`config.mk`:
```
export PLATFORM = sky130hd
export DESIGN_NAME = pipelined_mem_requester
export DESIGN_NICKNAME = d
export VERILOG_FILES = /design/src/rtl/pipelined_mem_requester.sv
export SDC_FILE = /design/constraint.sdc
export NUM_CORES = 1
export LEC_CHECK = 0
export CAP_MARGIN = 30
export CORE_ASPECT_RATIO = 0.75
export CORE_MARGIN = 5
export CORE_UTILIZATION = 35
export CTS_CLUSTER_SIZE = 14
export DETAILED_ROUTE_END_ITERATION = 10
export HOLD_SLACK_MARGIN = 0.03
export SLEW_MARGIN = 15
export SYNTH_ARGS = -nofsm -noshare
export SYNTH_HDL_FRONTEND = slang
export SYNTH_HIERARCHICAL = 1
export SYNTH_SLANG_ARGS = --single-unit
```
`constraint.sdc`:
```
create_clock -name clk -period 4.5 [get_ports clk]
set_clock_uncertainty 0.15 [all_clocks]
set_input_delay 0.45 -clock clk [delete_from_list [all_inputs] [get_ports clk]]
set_output_delay 0.45 -clock clk [all_outputs]
set_load 0.05 [all_outputs]
```
`src/rtl/pipelined_mem_requester.sv`:
```
// Initiator-side front end for the fixed-latency pipelined data memory.
// Issues at most one load/store per cycle, tracks loads through the memory
// latency and buffers the returned words in a response FIFO. Credits cover
// in-flight and buffered loads, so the FIFO never overflows.

module pipelined_mem_requester_chk #(
  parameter int CNT_W      = 4,
  parameter int RESP_DEPTH = 8
) (
  input logic             clk,
  input logic             rst_n,
  input logic             push_s,
  input logic [CNT_W-1:0] count_q
);
  localparam logic [CNT_W-1:0] DEPTH_C = CNT_W'(RESP_DEPTH);

  // A returning load must always find room in the response FIFO.
  a_no_overflow: assert property (@(posedge clk) disable iff (!rst_n)
    !(push_s && (count_q == DEPTH_C)));

  // The stored count never exceeds the FIFO capacity.
  a_count_bound: assert property (@(posedge clk) disable iff (!rst_n)
    count_q <= DEPTH_C);
endmodule

module pipelined_mem_requester #(
  parameter int LATENCY    = 5,
  parameter int RESP_DEPTH = 8,
  parameter int TAG_W      = 4
) (
  input  logic             clk,
  input  logic             rst_n,
  input  logic             req_valid,
  output logic             req_ready,
  input  logic             req_we,
  input  logic [9:0]       req_addr,
  input  logic [31:0]      req_wdata,
  input  logic [TAG_W-1:0] req_tag,
  output logic [9:0]       mem_addr,
  output logic             mem_we,
  output logic [31:0]      mem_din,
  input  logic [31:0]      mem_dout,
  output logic             resp_valid,
  input  logic             resp_ready,
  output logic [31:0]      resp_rdata,
  output logic [TAG_W-1:0] resp_tag,
  output logic             busy
);
  localparam int CNT_W = $clog2(RESP_DEPTH + 1);
  localparam int PTR_W = $clog2(RESP_DEPTH);
  localparam logic [CNT_W-1:0] DEPTH_C = CNT_W'(RESP_DEPTH);
  localparam logic [CNT_W-1:0] CNT_ONE = CNT_W'(1);
  localparam logic [PTR_W-1:0] PTR_ONE = PTR_W'(1);

  logic             init_q, init_d;
  logic [9:0]       mem_addr_q, mem_addr_d;
  logic             mem_we_q, mem_we_d;
  logic [31:0]      mem_din_q, mem_din_d;
  logic [LATENCY-1:0] vld_q, vld_d;
  logic [TAG_W-1:0] tag_q [LATENCY];
  logic [TAG_W-1:0] tag_d [LATENCY];
  logic [31:0]      fdata_q [RESP_DEPTH];
  logic [31:0]      fdata_d [RESP_DEPTH];
  logic [TAG_W-1:0] ftag_q [RESP_DEPTH];
  logic [TAG_W-1:0] ftag_d [RESP_DEPTH];
  logic [PTR_W-1:0] rd_ptr_q, rd_ptr_d, wr_ptr_q, wr_ptr_d;
  logic [CNT_W-1:0] count_q, count_d;
  logic [CNT_W-1:0] occ_s;
  logic             accept_s, push_s, pop_s;

  // Occupancy: loads still in the memory pipeline plus buffered responses.
  always_comb begin
    occ_s = count_q;
    for (int i = 0; i < LATENCY; i++) begin
      if (vld_q[i]) begin
        occ_s = occ_s + CNT_ONE;
      end else begin
        occ_s = occ_s;
      end
    end
  end

  // init_q holds ready low for the first cycle after reset release.
  assign req_ready  = init_q && (occ_s < DEPTH_C);
  assign busy       = (occ_s != {CNT_W{1'b0}});
  assign accept_s   = req_valid && req_ready;
  assign push_s     = vld_q[LATENCY-1];
  assign pop_s      = resp_ready && (count_q != {CNT_W{1'b0}});
  assign resp_valid = (count_q != {CNT_W{1'b0}});
  assign resp_rdata = fdata_q[rd_ptr_q];
  assign resp_tag   = ftag_q[rd_ptr_q];
  assign mem_addr   = mem_addr_q;
  assign mem_we     = mem_we_q;
  assign mem_din    = mem_din_q;

  // Next state: memory drive, read tracker shift and response FIFO update.
  always_comb begin
    init_d     = 1'b1;
    mem_addr_d = mem_addr_q;
    mem_din_d  = mem_din_q;
    mem_we_d   = 1'b0;
    if (accept_s) begin
      mem_addr_d = req_addr;
      mem_din_d  = req_wdata;
      mem_we_d   = req_we;
    end else begin
      mem_we_d   = 1'b0;
    end

    vld_d    = {vld_q[LATENCY-2:0], accept_s && !req_we};
    tag_d[0] = req_tag;
    for (int i = 1; i < LATENCY; i++) begin
      tag_d[i] = tag_q[i-1];
    end

    fdata_d  = fdata_q;
    ftag_d   = ftag_q;
    wr_ptr_d = wr_ptr_q;
    rd_ptr_d = rd_ptr_q;
    if (push_s) begin
      fdata_d[wr_ptr_q] = mem_dout;
      ftag_d[wr_ptr_q]  = tag_q[LATENCY-1];
      wr_ptr_d          = wr_ptr_q + PTR_ONE;
    end else begin
      wr_ptr_d          = wr_ptr_q;
    end
    if (pop_s) begin
      rd_ptr_d = rd_ptr_q + PTR_ONE;
    end else begin
      rd_ptr_d = rd_ptr_q;
    end

    case ({push_s, pop_s})
      2'b10:   count_d = count_q + CNT_ONE;
      2'b01:   count_d = count_q - CNT_ONE;
      default: count_d = count_q;
    endcase
  end

  // State registers; reset drops tracked loads so late memory data is ignored.
  always_ff @(posedge clk or negedge rst_n) begin
    if (!rst_n) begin
      init_q     <= 1'b0;
      mem_addr_q <= 10'd0;
      mem_we_q   <= 1'b0;
      mem_din_q  <= 32'd0;
      vld_q      <= {LATENCY{1'b0}};
      for (int i = 0; i < LATENCY; i++) begin
        tag_q[i] <= {TAG_W{1'b0}};
      end
      for (int i = 0; i < RESP_DEPTH; i++) begin
        fdata_q[i] <= 32'd0;
        ftag_q[i]  <= {TAG_W{1'b0}};
      end
      rd_ptr_q   <= {PTR_W{1'b0}};
      wr_ptr_q   <= {PTR_W{1'b0}};
      count_q    <= {CNT_W{1'b0}};
    end else begin
      init_q     <= init_d;
      mem_addr_q <= mem_addr_d;
      mem_we_q   <= mem_we_d;
      mem_din_q  <= mem_din_d;
      vld_q      <= vld_d;
      tag_q      <= tag_d;
      fdata_q    <= fdata_d;
      ftag_q     <= ftag_d;
      rd_ptr_q   <= rd_ptr_d;
      wr_ptr_q   <= wr_ptr_d;
      count_q    <= count_d;
    end
  end

  pipelined_mem_requester_chk #(
    .CNT_W      (CNT_W),
    .RESP_DEPTH (RESP_DEPTH)
  ) u_chk (
    .clk     (clk),
    .rst_n   (rst_n),
    .push_s  (push_s),
    .count_q (count_q)
  );
endmodule

```
==> results of run 1 <==
[timing repair]
action,4_1_cts,5_1_grt
gates resized for setup,0,4
endpoints found under the hold margin,102,0
setup buffers,0,2
endpoints found under the setup margin,0,2
hold buffers,1,0
[final cells by class]
| cell class | instances | share of cell area, % |
|---|---|---|
| Tap cell | 595 | 3.74 |
| Timing Repair Buffer | 188 | 9.73 |
| Multi-Input combinational cell | 540 | 33.8 |
| Clock buffer | 57 | 5.74 |
| Clock inverter | 12 | 0.723 |
| Inverter | 6 | 0.113 |
| Sequential cell | 367 | 46.2 |
[power groups by stage]
stage          sequential [mW]  clock (mW)  combinational [mW]
2_1_floorplan             5.36           0                4.16
3_3_place_gp              5.06           0                6.39
3_5_place_dp              5.08           0                6.46
4_1_cts                   5.04        3.35                6.48
5_1_grt                   5.16        3.49                6.78
6_report                  5.02        3.24                6.41
[worst max path at each step]
stage | startpoint | end | slack, ns | depth (start not counted)
global placement | count_q[1]$_DFFE_PN0P_ | mem_din[9]$_DFFE_PN0P_ | 0.54 | 17
finish | count_q[1]$_DFFE_PN0P_ | req_ready | 0.26 | 17
detailed placement | count_q[1]$_DFFE_PN0P_ | mem_din[20]$_DFFE_PN0P_ | 0.50 | 17
floorplan | count_q[0]$_DFFE_PN0P_ | req_ready | 0.63 | 17
CTS | count_q[1]$_DFFE_PN0P_ | req_ready | 0.009 | 17
global route | count_q[1]$_DFFE_PN0P_ | req_ready | 0.007 | 17
[cell usage in the layout (no fill, tap or decap), types with 2 or more instances in the layout]
cell / count
a21oi_1: 4
buf_12: 9
buf_4: 16
bufinv_16: 3
clkbuf_1: 8
clkbuf_16: 39
clkbuf_8: 10
clkdlybuf4s50_1: 161
clkinv_2: 6
clkinvlp_4: 2
dfrtp_1: 363
dfrtp_2: 2
dfrtp_4: 2
ha_1: 8
inv_1: 6
mux2_2: 330
mux2_4: 39
mux4_2: 72
nand2_1: 18
nand2b_1: 2
nand3_1: 3
nand4_1: 2
nand4b_1: 4
nor2_1: 7
nor3_1: 3
nor3_2: 2
nor3b_2: 2
o211ai_1: 3
o21ai_0: 2
o21ai_1: 2
xnor2_1: 12
xor2_1: 5
[sequential cells by signal, summed over array words and instances, names as in the netlist]
name,flops
init_q,1
fdata_q,256
tag_d,16
rd_ptr_q,3
mem_din,32
count_q,4
mem_we,1
vld_q,5
tag_q,4
ftag_q,32
mem_addr,10
wr_ptr_q,3
[cell families after synthesis]
kind of cell | count (synthesis) | synth area share [%]
muxes | 442 | 36.7
DFF | 367 | 56.8
buffers and inverters | 65 | 1.77
and+or+nand+nor | 50 | 1.71
xor gates and xnor gates | 21 | 1.55
AOI/OAI and AO/OA | 16 | 0.650
adders and majority gates | 10 | 0.759
other | 1 | 0.0232
[layer usage]
metal / wire length, um / part of all wire [%]
met2: 17000 / 47
met5: 27 / 0.075
met1: 17100 / 47
met3: 1180 / 3.3
met4: 675 / 1.9
[per-stage QoR]
step | setup WS [ns] | instances | util [%]
after floorplan | 0.629 | 972 | -
after global placement | 0.541 | 1693 | 40.5
after detailed placement | 0.500 | 1693 | 40.5
after CTS | 0.00863 | 1763 | 43.4
after global routing | 0.00717 | 1765 | 43.4
final | 0.260 | 1765 | 43.4
==> results.yml, run 1 <==
status:
  status: "finished clean"
final_layout:
  drive_gt1_share_pct: 46.4
  fin_area_sq_um: 19900
  nets: 1234
  seq_area_sq_um: 9190
  area_growth_pct: 23.2
  multi_input_area_sq_um: 6730
  fillers: 4045
  antennaDiodeCount: 0
yosys:
  postSynthCellCount: 972
  async_reset_ff_share_pct: 100
  ys_seq_elements: 367
  synth_top_area_cell: "dfrtp_1"
  avgSynthCellArea_sq_um: 16.6
  yosysSeqAreaShare_pct: 56.8
  synth.top_cells.by_count: "dfrtp_1 (367), mux2_2 (330), mux4_2 (72)"
  synth.net_count: 1064
  synth_warnings: 6
  synth_area_sq_um: 16200
  synth_edf_count: 0
  synth_cell_type_count: 44
  synth_ff_type: "dfrtp_1"
  synth.most_common_cell: "dfrtp_1"
  netlist.area_leader.share_pct: 56.8
  synth_area_leaders: "dfrtp_1 (57%), mux2_2 (23%), mux4_2 (10%)"
critical_path:
  cp-end-kind: "output pin"
  regToRegSetupSlack_ns: 0.64
  cpMaxStageDelayCell: "dfrtp_2"
  worstPathCellList: "inv_1 > ha_1 > mux2_4 > ha_4 > nand2_1 > o211ai_1 > o21ai_0 > a21oi_1 > ha_1 > nand2_1 > xnor2_1 > xnor2_1 > nand4b_1 > and3_1 > nor2_1 > and2_4 > buf_12"
  crit_fanout: 8
  cp_slowest_stage_delay_ns: 0.40
  path_class: "register to output pin"
  cp_data_required_time_ns: 3.90
  crit_family: "simple AND/OR/NAND/NOR gates"
  r2r-end: "mem_din[9]$_DFFE_PN0P_"
  worstPathArrival_ns: 3.64
  start_kind: "register"
  cp_num_buf_inv: 2
  reg2reg_from: "count_q[1]$_DFFE_PN0P_"
  worstRegToRegCells: 17
clocking:
  cts_tree: "done"
  clockRootBuffer: "clkbuf_16"
  worst_skew_pair.late_latency_ns: 0.52
  clockBufferDepth: 3
  cts_buffers: 39
  cts_sinks: 367
  clk_pin_slew_worst_paths_ns: 0.06
  cts-htree-levels: 2
global_route:
  grt_usage_pct: 14.4
  grt_use_met1_pct: 20.6
  grt_pass1_vias: 9632
  antenna_found_initial: 2
  grt_overflow: 0
  grtUsageMet3_pct: 2.79
  grt_pass1_wl_mm: 58.1
  grt.busiest_layer: "met2"
  grtUsageMet2_pct: 22.9
  grt_max_degree: 107
detailed_routing:
  first_pass_iters: 4
  dr.first_iter.drc_count: 423
  drc: 0
  vias: 8810
  wirelength_mm: 35.9
  ant_nets: 0
  viasPerCell: 4.99
  drt-wirelength-per-cell_um: 20.4
floorplan:
  die_area_sq_um: 50600
  die_h_um: 196
  rows: 68
  core_area_sq_um: 45900
  initial_core_util_pct: 35.2
  die_width_um: 258
  num_io_pins: 165
placed_design:
  dpl_cell_area_sq_um: 18600
  gp_congestion: 0.738
  hpwl_mm: 21.0
  port_buffers: 164
min_path:
  hold_path.class: "register to register"
  hold_depth: 0
  hold_path_end: "tag_q[2]$_DFF_PN0_"
  min_from: "tag_d[2]$_DFF_PN0_"
power:
  power.density_nw_per_um2: 737
  power_mw: 14.7
  leakage_nw: 8.67
  irDropWorstVdd_mv: 0.594
  combinationalPowerShare_pct: 43.7
  p_seq_share_pct: 34.2
  switching_share_pct: 36.5
  p_clk_share_pct: 22.1
  internal-power_mw: 9.32
  p_sw_mw: 5.35
sta:
  fmax_mhz: 236
  maxSlewHeadroom_pct: 42.8
  rsz0062_at_grt: "false"
  finalHoldViolCount: 0
  period_needed_ns: 4.24
  post-route-period-util_pct: 94.2
  timing.hold.ws_ns: 0.195
  fin_setup_tns_ns: 0
  setup_viol: 0
  worstMarginPinSlew_ns: 0.858
  slew_viol_final: 0
run:
  maxCapViolCount: 0
Power figures use the tool's default switching activity.
==> run 2, diff against run 1 <==
- ABC_AREA: not set -> 1
- PLACE_DENSITY_LB_ADDON: not set -> 0.05
==> results.yml, run 2 <==
status:
  status: "finished clean"
final_layout:
  largest_register: "fdata_q"
  fin_area_sq_um: 19500
  area_growth_pct: 22.3
  drive_gt1_share_pct: 5.75
  largest_register_ffs: 256
  layout_common_cells: "nand2_1 (502), o21ai_0 (365), dfrtp_1 (362)"
  nets: 2069
  antennaDiodeCount: 0
  final_common_cell: "nand2_1"
  fin_cells: 2586
  fin_util_pct: 43.5
yosys:
  avgSynthCellArea_sq_um: 8.54
  synth.top_cells.by_count: "nand2_1 (511), dfrtp_1 (367), o21ai_0 (366)"
  synth.net_count: 1960
  synth_top_area_cell: "dfrtp_1"
  synth_area_leaders: "dfrtp_1 (58%), nand2_1 (12%), o21ai_0 (11%)"
  synth_ff_type: "dfrtp_1"
  synth_cell_type_count: 32
  async_reset_ff_share_pct: 100
  netlist.area_leader.share_pct: 57.5
  ys_seq_elements: 367
  synth_area_sq_um: 16000
  synth.most_common_cell: "nand2_1"
  synth_warnings: 6
  postSynthCellCount: 1868
  yosysSeqAreaShare_pct: 57.5
  synth_edf_count: 0
critical_path:
  crit_fanout: 3
  cp_data_required_time_ns: 3.90
  cp-end-kind: "output pin"
  start_kind: "register"
  path_class: "register to output pin"
  worstPathArrival_ns: 3.70
floorplan:
  num_io_pins: 165
  initial_core_util_pct: 35.6
  rows: 67
  die_area_sq_um: 50000
  die_width_um: 257
  die_h_um: 195
  core_area_sq_um: 44800
global_route:
  antenna_found_initial: 0
  grt_pass1_vias: 12611
  grt_overflow: 0
  grt_max_degree: 103
  grt_pass1_wl_mm: 71.4
  grt_usage_pct: 17.3
sta:
  worstMarginPinSlew_ns: 0.897
  maxSlewHeadroom_pct: 40.1
  fin_setup_tns_ns: 0
  setup_viol: 0
  post-route-period-util_pct: 95.5
  finalHoldViolCount: 0
  setup_ws_ns: 0.201
  rsz0062_at_grt: "false"
  slew_viol_final: 0
  fmax_mhz: 233
  timing.hold.ws_ns: 0.192
  period_needed_ns: 4.30
clocking:
  clockBufferDepth: 3
  cts_sinks: 367
  cts-htree-levels: 2
  cts_buffers: 40
  clockRootBuffer: "clkbuf_16"
  cts_tree: "done"
  clk_pin_slew_worst_paths_ns: 0.06
  worst_skew_pair.late_latency_ns: 0.53
placed_design:
  dp_slack_ns: 0.290
  port_buffers: 164
  post-place-cells: 2512
  gp_congestion: 0.758
  hpwl_mm: 23.9
  dpl_cell_area_sq_um: 18100
detailed_routing:
  vias: 12630
  ant_nets: 0
  first_pass_iters: 5
  viasPerCell: 4.88
  drt-wirelength-per-cell_um: 16.8
  wirelength_mm: 43.4
  drc: 0
  dr.first_iter.drc_count: 860
power:
  irDropWorstVdd_mv: 0.357
  power_mw: 15.8
  power.density_nw_per_um2: 809
  leakage_nw: 9.15
run:
  maxCapViolCount: 0
min_path:
  hold_path.class: "register to register"
## run 2: path summary, 6_finish.rpt
path                                         from                 endpoint  slack, ns  cells past startpoint
max                        count_q[0]$_DFFE_PN0P_                     busy       0.20                     20
min                            tag_d[3]$_DFF_PN0_       tag_q[3]$_DFF_PN0_       0.19                      0
max reg2reg                count_q[0]$_DFFE_PN0P_  mem_din[27]$_DFFE_PN0P_       0.86                     22
min reg2reg                    tag_d[3]$_DFF_PN0_       tag_q[3]$_DFF_PN0_       0.19                      0
max in group asynchronous                   rst_n  fdata_q[23]$_DFFE_PN0P_       2.62                      3
min in group asynchronous                   rst_n       tag_q[2]$_DFF_PN0_       0.42                      2
## run 2: final cells by class
| cell class | count | area [sq um] |
|---|---|---|
| fillers | 4407 | 25300 |
| flip-flops and latches | 367 | 9200 |
| multi-input cells | 1274 | 5980 |
| repair buffers | 187 | 1930 |
| clock buffers | 57 | 1180 |
| well taps | 586 | 733 |
| inverters | 107 | 408 |
| clock inverters | 8 | 92.6 |
## run 2: logic make-up after synthesis
kind of cell | synth area share [%]
AOI/OAI and AO/OA | 16.8
xor gates and xnor gates | 0.439
adders and majority gates | 0.706
buffers and inverters | 5.56
DFF | 57.5
other | 0.0235
and+or+nand+nor | 19.0
## run 2: report_power, final
group / leakage, nW / switching (mW) / internal, mW
clock network: 0.626 / 1.32 / 1.92
logic: 4.50 / 4.55 / 2.44
registers: 4.02 / 0.886 / 4.67
## run 2: worst max-delay path, stage by stage, from the launching register on
cell,delay [ns]
dfrtp_2,0.42
inv_4,0.07
ha_4,0.21
nand2_4,0.08
nand2_4,0.05
ha_1,0.26
or2_1,0.12
nand2_2,0.06
buf_4,0.13
nor2_1,0.18
nor2_1,0.08
ha_1,0.29
or2_4,0.23
o21ai_2,0.06
inv_1,0.05
ha_1,0.26
nor2_1,0.12
a31oi_1,0.05
nor3b_1,0.17
nand3_1,0.11
buf_6,0.17
## run 2: metal layers
layer	vias to the layer above	track usage (%)	share of wire (%)
met5	-	0	0
met1	6027	25.4	50
met4	0	3.99	2.0
li1	6338	-	-
met2	202	27.2	44
met3	63	2.58	3.3
## run 2: repair_timing
action | in CTS | in global routing
pin swaps | 3 | 12
resized for setup | 8 | 7
setup endpoints to repair | 1 | 1
buffers inserted | 2 | 6
hold buffers | 1 | 0
hold endpoints to repair | 93 | 0
==> run 3, diff against run 2 <==
- CTS_CLUSTER_DIAMETER: not set -> 150
- PLACE_DENSITY: not set -> 0.6
- PLACE_DENSITY_LB_ADDON: 0.05 -> not set
==> results.yml, run 3 (same netlist as run 2, synthesis figures left out) <==
critical_path:
  r2r-end: "mem_din[2]$_DFFE_PN0P_"
  cp-end-kind: "output pin"
  crit_family: "simple AND/OR/NAND/NOR gates"
  crit_start: "count_q[0]$_DFFE_PN0P_"
  start_kind: "register"
  crit_fanout: 5
  worstPathCellList: "buf_4 > nand2_2 > nand2_2 > inv_1 > ha_4 > or2_1 > nand2_2 > o21ai_2 > a21oi_2 > nor2_1 > ha_1 > or2_4 > o21ai_4 > inv_2 > ha_4 > nor2_4 > a31oi_1 > nor3b_2 > nand3_2 > buf_8"
  crit_top_cell: "nand2_2"
  cp-endpoint: "busy"
  cp_slowest_stage_delay_ns: 0.42
  cpMaxStageDelayCell: "dfrtp_2"
  reg2reg_from: "count_q[1]$_DFFE_PN0P_"
  path_class: "register to output pin"
  worstPathArrival_ns: 3.79
  cp_data_required_time_ns: 3.90
  regToRegSetupSlack_ns: 0.52
  path_depth: 20
  worstRegToRegCells: 27
  cp_num_buf_inv: 4
sta:
  worstMarginPinSlew_ns: 0.945
  setup_viol: 0
  slew_viol_final: 0
  maxSlewHeadroom_pct: 37.0
  finalHoldViolCount: 0
  period_needed_ns: 4.39
  post-route-period-util_pct: 97.7
  setup_ws_ns: 0.105
  timing.hold.ws_ns: 0.132
  fmax_mhz: 228
detailed_routing:
  drt-wirelength-per-cell_um: 16.0
  wirelength_mm: 41.5
  drc: 0
  ant_nets: 0
  first_pass_iters: 5
  viasPerCell: 5.01
  vias: 12933
  dr.first_iter.drc_count: 952
floorplan:
  die_area_sq_um: 50000
  initial_core_util_pct: 35.6
  num_io_pins: 165
  rows: 67
  core_area_sq_um: 44800
  die_h_um: 195
  die_width_um: 257
final_layout:
  layout_common_cells: "nand2_1 (496), o21ai_0 (365), dfrtp_1 (362)"
  largest_register_ffs: 256
  drive_gt1_share_pct: 6.76
  area_growth_pct: 21.0
  fin_area_sq_um: 19300
  nets: 2086
  antennaDiodeCount: 0
  largest_register: "fdata_q"
  final_common_cell: "nand2_1"
clocking:
  clockRootBuffer: "clkbuf_16"
  clk_pin_slew_worst_paths_ns: 0.08
  cts-htree-levels: 1
  cts_tree: "done"
  cts_sinks: 367
  worst_skew_pair.late_latency_ns: 0.60
  cts_buffers: 30
  clockBufferDepth: 3
global_route:
  grt_pass1_vias: 12832
  grt_max_degree: 113
  antenna_found_initial: 1
  grt_overflow: 0
  grt_usage_pct: 16.3
  grt_pass1_wl_mm: 69.1
placed_design:
  port_buffers: 164
  dp_slack_ns: 0.200
  dpl_cell_area_sq_um: 18200
  gp_congestion: 0.823
  hpwl_mm: 25.5
min_path:
  min_from: "req_tag[3]"
  hold_path.class: "input pin to register"
run:
  maxCapViolCount: 0
power:
  irDropWorstVdd_mv: 0.492
  power.density_nw_per_um2: 783
  leakage_nw: 8.98
status:
  status: "finished clean"
==> run 3: how the worst min path moves through the flow <==
stage / end / slack, ns / cells past startpoint
after floorplan: count_q[0]$_DFFE_PN0P_ / 0.004 / 0
after global placement: tag_q[0]$_DFF_PN0_ / 0.19 / 0
after detailed placement: tag_q[1]$_DFF_PN0_ / 0.19 / 0
after CTS: tag_d[14]$_DFF_PN0_ / 0.09 / 1
after global routing: tag_d[14]$_DFF_PN0_ / 0.12 / 1
final: tag_d[15]$_DFF_PN0_ / 0.13 / 1
==> run 3: through the flow <==
step / power [mW] / cells / utilization [%] / setup TNS (ns)
2_1_floorplan: 10.2 / 1868 / - / 0
3_3_place_gp: 12.4 / 2525 / 40.5 / 0
3_5_place_dp: 12.6 / 2526 / 40.5 / 0
4_1_cts: 15.1 / 2578 / 42.6 / 0
5_1_grt: 16.3 / 2583 / 43.1 / -0.0906
6_report: 15.1 / 2583 / 43.1 / 0
==> run 3: metal layers <==
metal / global-route usage (%) / wire length [um] / vias up
met1: 24.5 / 20200 / 6233
li1: - / - / 6332
met4: 2.88 / 700 / 2
met2: 24.9 / 18300 / 318
met5: 0 / 13 / -
met3: 3.28 / 2250 / 48
==> run 3: area by class of cell <==
type | count | area (sq um)
Inverter | 107 | 410
Clock inverter | 2 | 32.5
Fill cell | 4396 | 25500
Multi-Input combinational cell | 1274 | 6070
Tap cell | 586 | 733
Sequential cell | 367 | 9200
Clock buffer | 33 | 762
Timing Repair Buffer | 214 | 2110
==> run 3: worst reg2reg max path, stage by stage (launching register included) <==
cell and delay (ns):
dfrtp_1 0.40, inv_2 0.09, ha_4 0.21, nand2_4 0.08, nand2_4 0.05, ha_4 0.25
or2_1 0.11, nand2_2 0.09, buf_6 0.13, buf_4 0.13, buf_4 0.12, buf_4 0.12
buf_4 0.12, buf_4 0.12, buf_4 0.12, buf_4 0.13, inv_2 0.05, nand3_2 0.07
nor2_2 0.14, nand2_2 0.09, nand2_2 0.08, nand2_4 0.08, nand3_4 0.09, nand3_4 0.10
buf_4 0.16, nor2_8 0.41, nand2_1 0.13, nand2_1 0.10
==> run 3: power breakdown <==
| group | leakage (nW) | switching (mW) | internal [mW] |
|---|---|---|---|
| combinational | 4.57 | 4.64 | 2.54 |
| clock | 0.387 | 1.18 | 1.19 |
| sequential | 4.02 | 0.917 | 4.67 |
| total | 8.98 | 6.73 | 8.40 |
==> run 3: repair_timing <==
item / in CTS / in global routing
hold buffers: 1 / 0
endpoints found under the hold margin: 106 / 0
endpoints found under the setup margin: 2 / 2
pin swaps: 6 / 17
setup buffers: 16 / 5
resized for setup: 12 / 33
